### config.mk
export PLATFORM = sky130hd
export DESIGN_NAME = deser_rx_ctrl
export DESIGN_NICKNAME = d
export VERILOG_FILES = /design/src/rtl/deser_rx_ctrl.sv
export SDC_FILE = /design/constraint.sdc
export NUM_CORES = 1
export LEC_CHECK = 0
export ABC_AREA = 1
export CORE_ASPECT_RATIO = 1.5
export CORE_MARGIN = 2
export CORE_UTILIZATION = 45
export CTS_CLUSTER_DIAMETER = 120
export DETAILED_ROUTE_END_ITERATION = 12
export HOLD_SLACK_MARGIN = 0.05
export PLACE_DENSITY = 0.77
export REMOVE_ABC_BUFFERS = 1
export SLEW_MARGIN = 40
export SYNTH_ARGS = -nofsm -noshare
export SYNTH_HDL_FRONTEND = slang
export SYNTH_SLANG_ARGS = --single-unit
export TNS_END_PERCENT = 1
### constraint.sdc
create_clock -name clk_i -period 3.7 [get_ports clk_i]
set_input_delay 0.74 -clock clk_i [delete_from_list [all_inputs] [get_ports clk_i]]
set_output_delay 0.74 -clock clk_i [all_outputs]
set_load 0.02 [all_outputs]
### src/rtl/deser_rx_ctrl.sv
// Receive controller for an attached serial deserializer: line synchronizer, bit-timing FSM,
// output word FIFO, and overflow / error-count status.
module deser_rx_ctrl #(
  parameter int unsigned DATA_WIDTH   = 8,
  parameter int unsigned FRAME_WORDS  = 4,
  parameter int unsigned CLKS_PER_BIT = 4,
  parameter int unsigned FIFO_DEPTH   = 4
) (
  input  logic                  clk_i,
  input  logic                  rst_n_i,
  input  logic                  rx_i,
  input  logic                  clear_i,
  output logic                  deser_serial_o,
  output logic                  deser_enable_o,
  output logic                  deser_start_o,
  input  logic                  deser_valid_i,
  input  logic [DATA_WIDTH-1:0] deser_data_i,
  input  logic [1:0]            deser_errors_i,
  output logic [DATA_WIDTH-1:0] data_o,
  output logic                  valid_o,
  input  logic                  ready_i,
  output logic                  busy_o,
  output logic                  frame_done_o,
  output logic                  overflow_o,
  output logic [7:0]            err_count_o
);

  localparam int unsigned CW   = $clog2(CLKS_PER_BIT);
  localparam int unsigned BW   = (DATA_WIDTH > 1) ? $clog2(DATA_WIDTH) : 1;
  localparam int unsigned AW   = (FIFO_DEPTH > 1) ? $clog2(FIFO_DEPTH) : 1;
  localparam int unsigned CNTW = $clog2(FIFO_DEPTH + 1);

  localparam logic [CW-1:0]   HALF_LAST = CW'(CLKS_PER_BIT / 2 - 1);
  localparam logic [CW-1:0]   PULSE_SET = CW'(CLKS_PER_BIT - 2);
  localparam logic [CW-1:0]   BIT_LAST  = CW'(CLKS_PER_BIT - 1);
  localparam logic [CW-1:0]   WAIT_LAST = CW'(3);
  localparam logic [BW-1:0]   LAST_BIT  = BW'(DATA_WIDTH - 1);
  localparam logic [7:0]      FW8       = 8'(FRAME_WORDS);
  localparam logic [AW-1:0]   PTR_LAST  = AW'(FIFO_DEPTH - 1);
  localparam logic [CNTW-1:0] FULL_CNT  = CNTW'(FIFO_DEPTH);

  typedef enum logic [1:0] {IDLE, START, DATA, WAIT} state_t;

  state_t          state;
  logic            sync1, sync2, sync_prev;
  logic [CW-1:0]   cnt;
  logic [BW-1:0]   bit_idx;
  logic [7:0]      word_cnt;
  logic [7:0]      rx_words;
  logic [7:0]      words_seen;
  logic            fall;

  logic [DATA_WIDTH-1:0] mem [FIFO_DEPTH];
  logic [AW-1:0]   wr_ptr, rd_ptr;
  logic [CNTW-1:0] count;
  logic            full, pop, accept, drop;
  logic [8:0]      err_sum;

  always_ff @(posedge clk_i or negedge rst_n_i) begin
    if (!rst_n_i) begin
      sync1     <= 1'b1;
      sync2     <= 1'b1;
      sync_prev <= 1'b1;
    end else begin
      sync1     <= rx_i;
      sync2     <= sync1;
      sync_prev <= sync2;
    end
  end

  assign deser_serial_o = sync2;
  assign fall           = sync_prev & ~sync2;
  assign busy_o         = (state != IDLE);

  // Words received this frame including the current cycle's strobe, so WAIT can exit immediately.
  always_comb begin
    words_seen = rx_words;
    if (deser_valid_i && (rx_words != 8'hFF)) words_seen = rx_words + 8'd1;
  end

  always_ff @(posedge clk_i or negedge rst_n_i) begin
    if (!rst_n_i) begin
      state          <= IDLE;
      cnt            <= '0;
      bit_idx        <= '0;
      word_cnt       <= '0;
      rx_words       <= '0;
      deser_enable_o <= 1'b0;
      deser_start_o  <= 1'b0;
      frame_done_o   <= 1'b0;
    end else begin
      deser_enable_o <= 1'b0;
      deser_start_o  <= 1'b0;
      frame_done_o   <= 1'b0;
      rx_words       <= words_seen;
      case (state)
        IDLE: begin
          if (fall) begin
            state    <= START;
            cnt      <= '0;
            rx_words <= '0;
          end
        end
        START: begin
          if (cnt == HALF_LAST) begin
            cnt <= '0;
            if (!sync2) begin
              state    <= DATA;
              bit_idx  <= '0;
              word_cnt <= '0;
            end else begin
              state <= IDLE;
            end
          end else begin
            cnt <= cnt + CW'(1);
          end
        end
        DATA: begin
          // Strobe is registered one clock ahead so it is high on the mid-bit cycle (cnt == BIT_LAST).
          if (cnt == PULSE_SET) begin
            deser_enable_o <= 1'b1;
            deser_start_o  <= (bit_idx == '0);
            if (bit_idx == LAST_BIT) begin
              bit_idx  <= '0;
              word_cnt <= word_cnt + 8'd1;
            end else begin
              bit_idx <= bit_idx + BW'(1);
            end
          end
          if (cnt == BIT_LAST) begin
            cnt <= '0;
            if (word_cnt == FW8) state <= WAIT;
          end else begin
            cnt <= cnt + CW'(1);
          end
        end
        WAIT: begin
          if ((words_seen >= FW8) || (cnt == WAIT_LAST)) begin
            state        <= IDLE;
            cnt          <= '0;
            frame_done_o <= 1'b1;
          end else begin
            cnt <= cnt + CW'(1);
          end
        end
        default: state <= IDLE;
      endcase
    end
  end

  assign full    = (count == FULL_CNT);
  assign valid_o = (count != '0);
  assign pop     = valid_o & ready_i;
  assign accept  = deser_valid_i & (~full | pop);
  assign drop    = deser_valid_i & full & ~pop;
  assign data_o  = mem[rd_ptr];

  always_ff @(posedge clk_i or negedge rst_n_i) begin
    if (!rst_n_i) begin
      for (int unsigned i = 0; i < FIFO_DEPTH; i++) mem[i] <= '0;
      wr_ptr <= '0;
      rd_ptr <= '0;
      count  <= '0;
    end else begin
      if (accept) begin
        mem[wr_ptr] <= deser_data_i;
        wr_ptr      <= (wr_ptr == PTR_LAST) ? '0 : wr_ptr + AW'(1);
      end
      if (pop) rd_ptr <= (rd_ptr == PTR_LAST) ? '0 : rd_ptr + AW'(1);
      case ({accept, pop})
        2'b10:   count <= count + CNTW'(1);
        2'b01:   count <= count - CNTW'(1);
        default: count <= count;
      endcase
    end
  end

  assign err_sum = {1'b0, err_count_o} + {7'b0, deser_errors_i};

  always_ff @(posedge clk_i or negedge rst_n_i) begin
    if (!rst_n_i) begin
      overflow_o  <= 1'b0;
      err_count_o <= '0;
    end else if (clear_i) begin
      overflow_o  <= 1'b0;
      err_count_o <= '0;
    end else begin
      if (drop) overflow_o <= 1'b1;
      if (deser_valid_i) err_count_o <= err_sum[8] ? 8'hFF : err_sum[7:0];
    end
  end

endmodule

; Yosys cells after proc, flatten, opt, wreduce, memory -nomap -nowiden
; Index checks and enable logic that the tools add are counted.
[totals]
reg_bits = 77
latch_bits = 0
ram_bits = 0
romBits = 0
in_bits = 16
out_inout_bits = 23
word_cells = 125
mem_count = 0
[op_classes]
add_sub_neg = 9
mul = 0
n_div = 0
order_cmp = 4
n_eq_ne = 22
shift = 0
mux = 45
bitwise = 11
n_reduce_logical = 14
[op_table]
columns = cell, n
row1 = $mux 8, 13
row2 = $bwmux 32, 1
row3 = $mux 2, 12
row4 = $add 8x1->8 const B, 2
row5 = $bmux 8 s2, 1
row6 = $demux 8 s2, 1
row7 = $ne 2x2->1 const B, 8
row8 = $pmux 2 s4, 2
row9 = $pmux 8 s2, 1
row10 = $eq 2x2->1 const B, 7
row11 = $mux 3, 4
row12 = $pmux 3 s2, 2
row13 = $reduce_and 5->1, 2
row14 = $reduce_bool 2->1, 5
row15 = $add 8x2->9, 1
row16 = $eq 8x3->1 const B, 1
row17 = $ge 8x3->1 const B, 1
row18 = $mux 1, 8
row19 = $ne 8x8->1 const B, 1
row20 = $add 2x1->2 const B, 3
row21 = $add 3x1->3 const B, 2
row22 = $eq 2x1->1 const B, 3
row23 = $eq 3x3->1 const B, 2
row24 = $ge 3x3->1 const B, 2
row25 = other kinds (12), 20

; Depth between registers and ports, before layout
[depth]
ltp_word = 7
ltp_mapped = 13
depth_no_buf = 13

; Worst setup path before layout
; No wires, ideal clock.
[synth_timing]
path_type = input port to flip-flop
from = input deser_errors_i[0]
to = register err_count_o[4]
setup_ns = 0.083
t_arrival_ns = 2.252
required_ns = 3.617
setup_slack_ns = 1.365
stages = 9
n_path_buf = 0
cell_sequence = ha_1 inv_1 fa_1 or2_2 nor3_1 nand3_1 inv_1 o31ai_1 o21ai_0
[synth_between]
elab_chain_len = 4
[synth_rtl]
columns = element, line_no
row1 = "start, declared", 18  ; input logic [1:0] deser_errors_i,
row2 = $add 8x2->9, 178  ; assign err_sum = {1'b0, err_count_o} + {7'b0, deser_errors_i};
row3 = $mux 8 (2 in a row), 189  ; if (deser_valid_i) err_count_o <= err_sum[8] ? 8'hFF : err_sum[7:0];
row4 = $mux 8, 184  ; end else if (clear_i) begin
row5 = "end signal, assigned", 189
row6 = "end, declared", 25  ; output logic [7:0] err_count_o
; No other way between the ends. The select of a mux whose other input is x is not followed.
; A chain may end at the register's enable or synchronous reset.

; Worst setup path in the final report
[layout_timing]
from = register rd_ptr[0]
to = output data_o[7]
[layout_between]
elab_chain_len = 4
[layout_rtl]
columns = element, line_no
row1 = "start, declared", 54  ; logic [AW-1:0] wr_ptr, rd_ptr;
row2 = "start signal, assigned", 169  ; if (pop) rd_ptr <= (rd_ptr == PTR_LAST) ? '0 : rd_ptr + AW'(1);
row3 = $not 2->3 (not written as such), 156  ; assign data_o = mem[rd_ptr];
row4 = $bmux 8 s2, 156
row5 = $mux 8 (not written as such) (2 in a row), 156
row6 = "end, declared", 19  ; output logic [DATA_WIDTH-1:0] data_o,
; No other way between the ends. The select of a mux whose other input is x is not followed.

==> results.py <==
metrics = {
    "status": {
        "outcome": "finished clean",
    },
    "timing": {
        "timing.final.crit_share_pct": 87.01,
        "hold_viol_final": 0,
        "slew_violations": 0,
        "setup_viol": 0,
        "slew_headroom_pct": 54.24,
        "grt_setup_unrepaired": "false",
        "finalSetupTns_ps": 0,
        "fmax_ghz": 0.3106,
        "post-route-min-period_ps": 3219,
        "fin_skew_ps": 7.205,
        "tightest_slew_ps": 686.3,
    },
    "place": {
        "dpl.hpwl_um": 5860,
        "detailed_place.area_um2": 4469,
        "place_congestion": 0.8380,
        "port_buffers": 38,
    },
    "pwr": {
        "p_per_area_nw_per_um2": 720.0,
        "worst_ir_drop_vdd_mv": 0.3786,
        "leakagePower_nw": 2.236,
    },
    "routing": {
        "routed-wl-met2_um": 4701,
        "drt_wl_total_um": 8512,
        "avgRoutedWirePerCell_um": 14.45,
        "top_layer": "met4",
        "drt-initial-drc-count": 227,
        "routed_via_density": 5.323,
        "route.detailed.drc": 0,
        "m1WireLength_um": 3416,
        "routed-wl-met3_um": 283,
        "drt-pass1-iter-count": 5,
        "vias": 3135,
        "ant_nets": 0,
    },
    "logic_synthesis": {
        "synth-edff-count": 0,
        "synthCells": 429,
        "netlist_area_um2": 3966,
        "ys_seq_area_share_pct": 48.68,
        "avgSynthCellArea_um2": 9.245,
        "ys_ff_latch": 77,
        "synth_cell_types": 34,
        "yosysWarnings": 0,
        "synthFlopType": "dfrtp_1",
        "async_flop_share_pct": 100.0,
    },
    "global_route": {
        "grt_pass1_vias": 3391,
        "antenna_found_initial": 0,
        "grt_max_degree": 78,
        "track_usage_pct": 20.03,
        "grt_overflow_total": 0,
        "grt_pass1_wl_um": 15090,
    },
    "layout": {
        "multiInputGateArea_um2": 1767,
        "final_common_cell": "dfrtp_1",
        "layout.area.seq_um2": 1931,
        "fin_area_um2": 4815,
        "nNetsFinal": 510,
        "postLayoutCoreUtil_pct": 55.53,
        "drive_gt1_share_pct": 15.03,
        "area_delta_synth_final_pct": 21.39,
        "n_fill_cell": 753,
        "n_antenna_cell": 0,
        "mostFrequentLayoutCells": "dfrtp_1, inv_1, nand2_1, o21ai_0, nor2_1",
    },
    "die": {
        "die_h_um": 119.0,
        "ios": 39,
        "core_um2": 8671,
        "num_rows": 42,
        "die_w_um": 80.66,
        "initial_core_util_pct": 45.74,
        "die-area_um2": 9597,
    },
    "critical_path": {
        "crit_type": "flip-flop to output pin",
        "crit-reg2reg-launch": "err_count_o[0]",
        "required_ps": 2960,
        "worstSetupEndpointType": "output pin",
        "startpoint": "rd_ptr[0]",
        "worstPathArrival_ps": 2480,
        "cp-start-kind": "flip-flop",
        "cp_max_fo": 19,
        "worst-r2r-setup-slack_ps": 1440,
        "r2r.worst_path.cells": 9,
    },
    "clock_tree": {
        "cts_tree": "yes",
        "post_cts_resized": 0,
        "clock_sinks": 77,
        "insertion_delay_ps": 340,
        "post_cts_buffers": 0,
        "htree_levels": 3,
        "cts_hold_buf": 0,
        "clockBufferDepth": 2,
        "clkTransAtPathRegs_ps": 60,
        "root_buffer": "clkbuf_16",
        "numCtsBuffers": 9,
    },
    "hold_path": {
        "min_from": "sync1",
        "hold_depth": 0,
        "holdCritPathClass": "flip-flop to flip-flop",
    },
    "run": {
        "maxCapViolations": 0,
    },
}
## layout make-up
| type | instances | share of cell area, % |
|---|---|---|
| clock inverters | 3 | 1.351 |
| well taps | 110 | 2.859 |
| flip-flops and latches | 77 | 40.10 |
| clock buffers | 13 | 5.821 |
| repair buffers | 38 | 7.926 |
| inverters | 67 | 5.249 |
| multi-input cells | 281 | 36.69 |
## state kept, by name, indices dropped and copies added (netlist names), 2 cells and up, named ones only
signal and cells:
mem 32, err_count_o 8, rx_words 8, word_cnt 8, bit_idx 3, count 3, cnt 2, rd_ptr 2
wr_ptr 2
## critical path, stage by stage, from the launching register on
cell and delay, ps:
dfrtp_1 720, inv_1 430, o21ai_0 320, o22ai_1 110
clkdlybuf4s50_1 550
## through the flow
stage          power [mW]  setup slack (ps)  hold slack [ps]  cells
2_1_floorplan       2.048              1365            345.2    425
3_3_place_gp        2.415             765.5            346.4    573
3_5_place_dp        2.484             631.5            347.3    573
4_1_cts             3.490             499.0            355.5    589
5_1_grt             3.691             308.1            359.8    589
6_report            3.467             480.6            354.9    589
## power by group
| part | switching [mW] | leakage, nW | internal (mW) |
|---|---|---|---|
| logic | 0.616 | 1.12 | 0.546 |
| clock network | 0.337 | 0.172 | 0.663 |
| registers | 0.197 | 0.947 | 1.11 |
## final timing paths
check / end
hold / removal: deser_serial_o
hold reg to reg: deser_serial_o
setup / recovery: data_o[7]
max in group asynchronous: mem[17]
setup reg to reg: err_count_o[4]
min in group asynchronous: mem[2]
## Yosys cell counts (2+ instances only)
cell type   n  area share [%]
dfrtp_1    74              47
inv_1      65             6.2
nand2_1    59             5.6
o21ai_0    40             5.0
nor2_1     39             3.7
mux2_2     32             9.1
nand3_1    22             2.8
ha_1       18             5.7
a21oi_1    15             1.9
o22ai_1    12             1.9
nand4_1    11             1.7
nor2_2      6            0.95
nor3_1      6            0.76
clkbuf_1    3            0.28
dfstp_2     3             2.0
nand2_2     3            0.47
nand2_4     3            0.85
fa_1        2             1.0
## logic make-up after synthesis
family	after synthesis	synth area share, %
compound gates	71	9.558
xor+xnor	2	0.4417
fa+ha+maj	20	6.688
buf+inv	71	6.782
flops	77	48.68
mux	32	9.085
simple gates	156	18.77
## routing by layer
layer,track usage (%),vias to the layer above
li1,-,1509
met1,23.64,1555
met2,34.58,57
met3,3.712,14
met4,9.216,0
met5,0,-
Power figures use the tool's default switching activity.
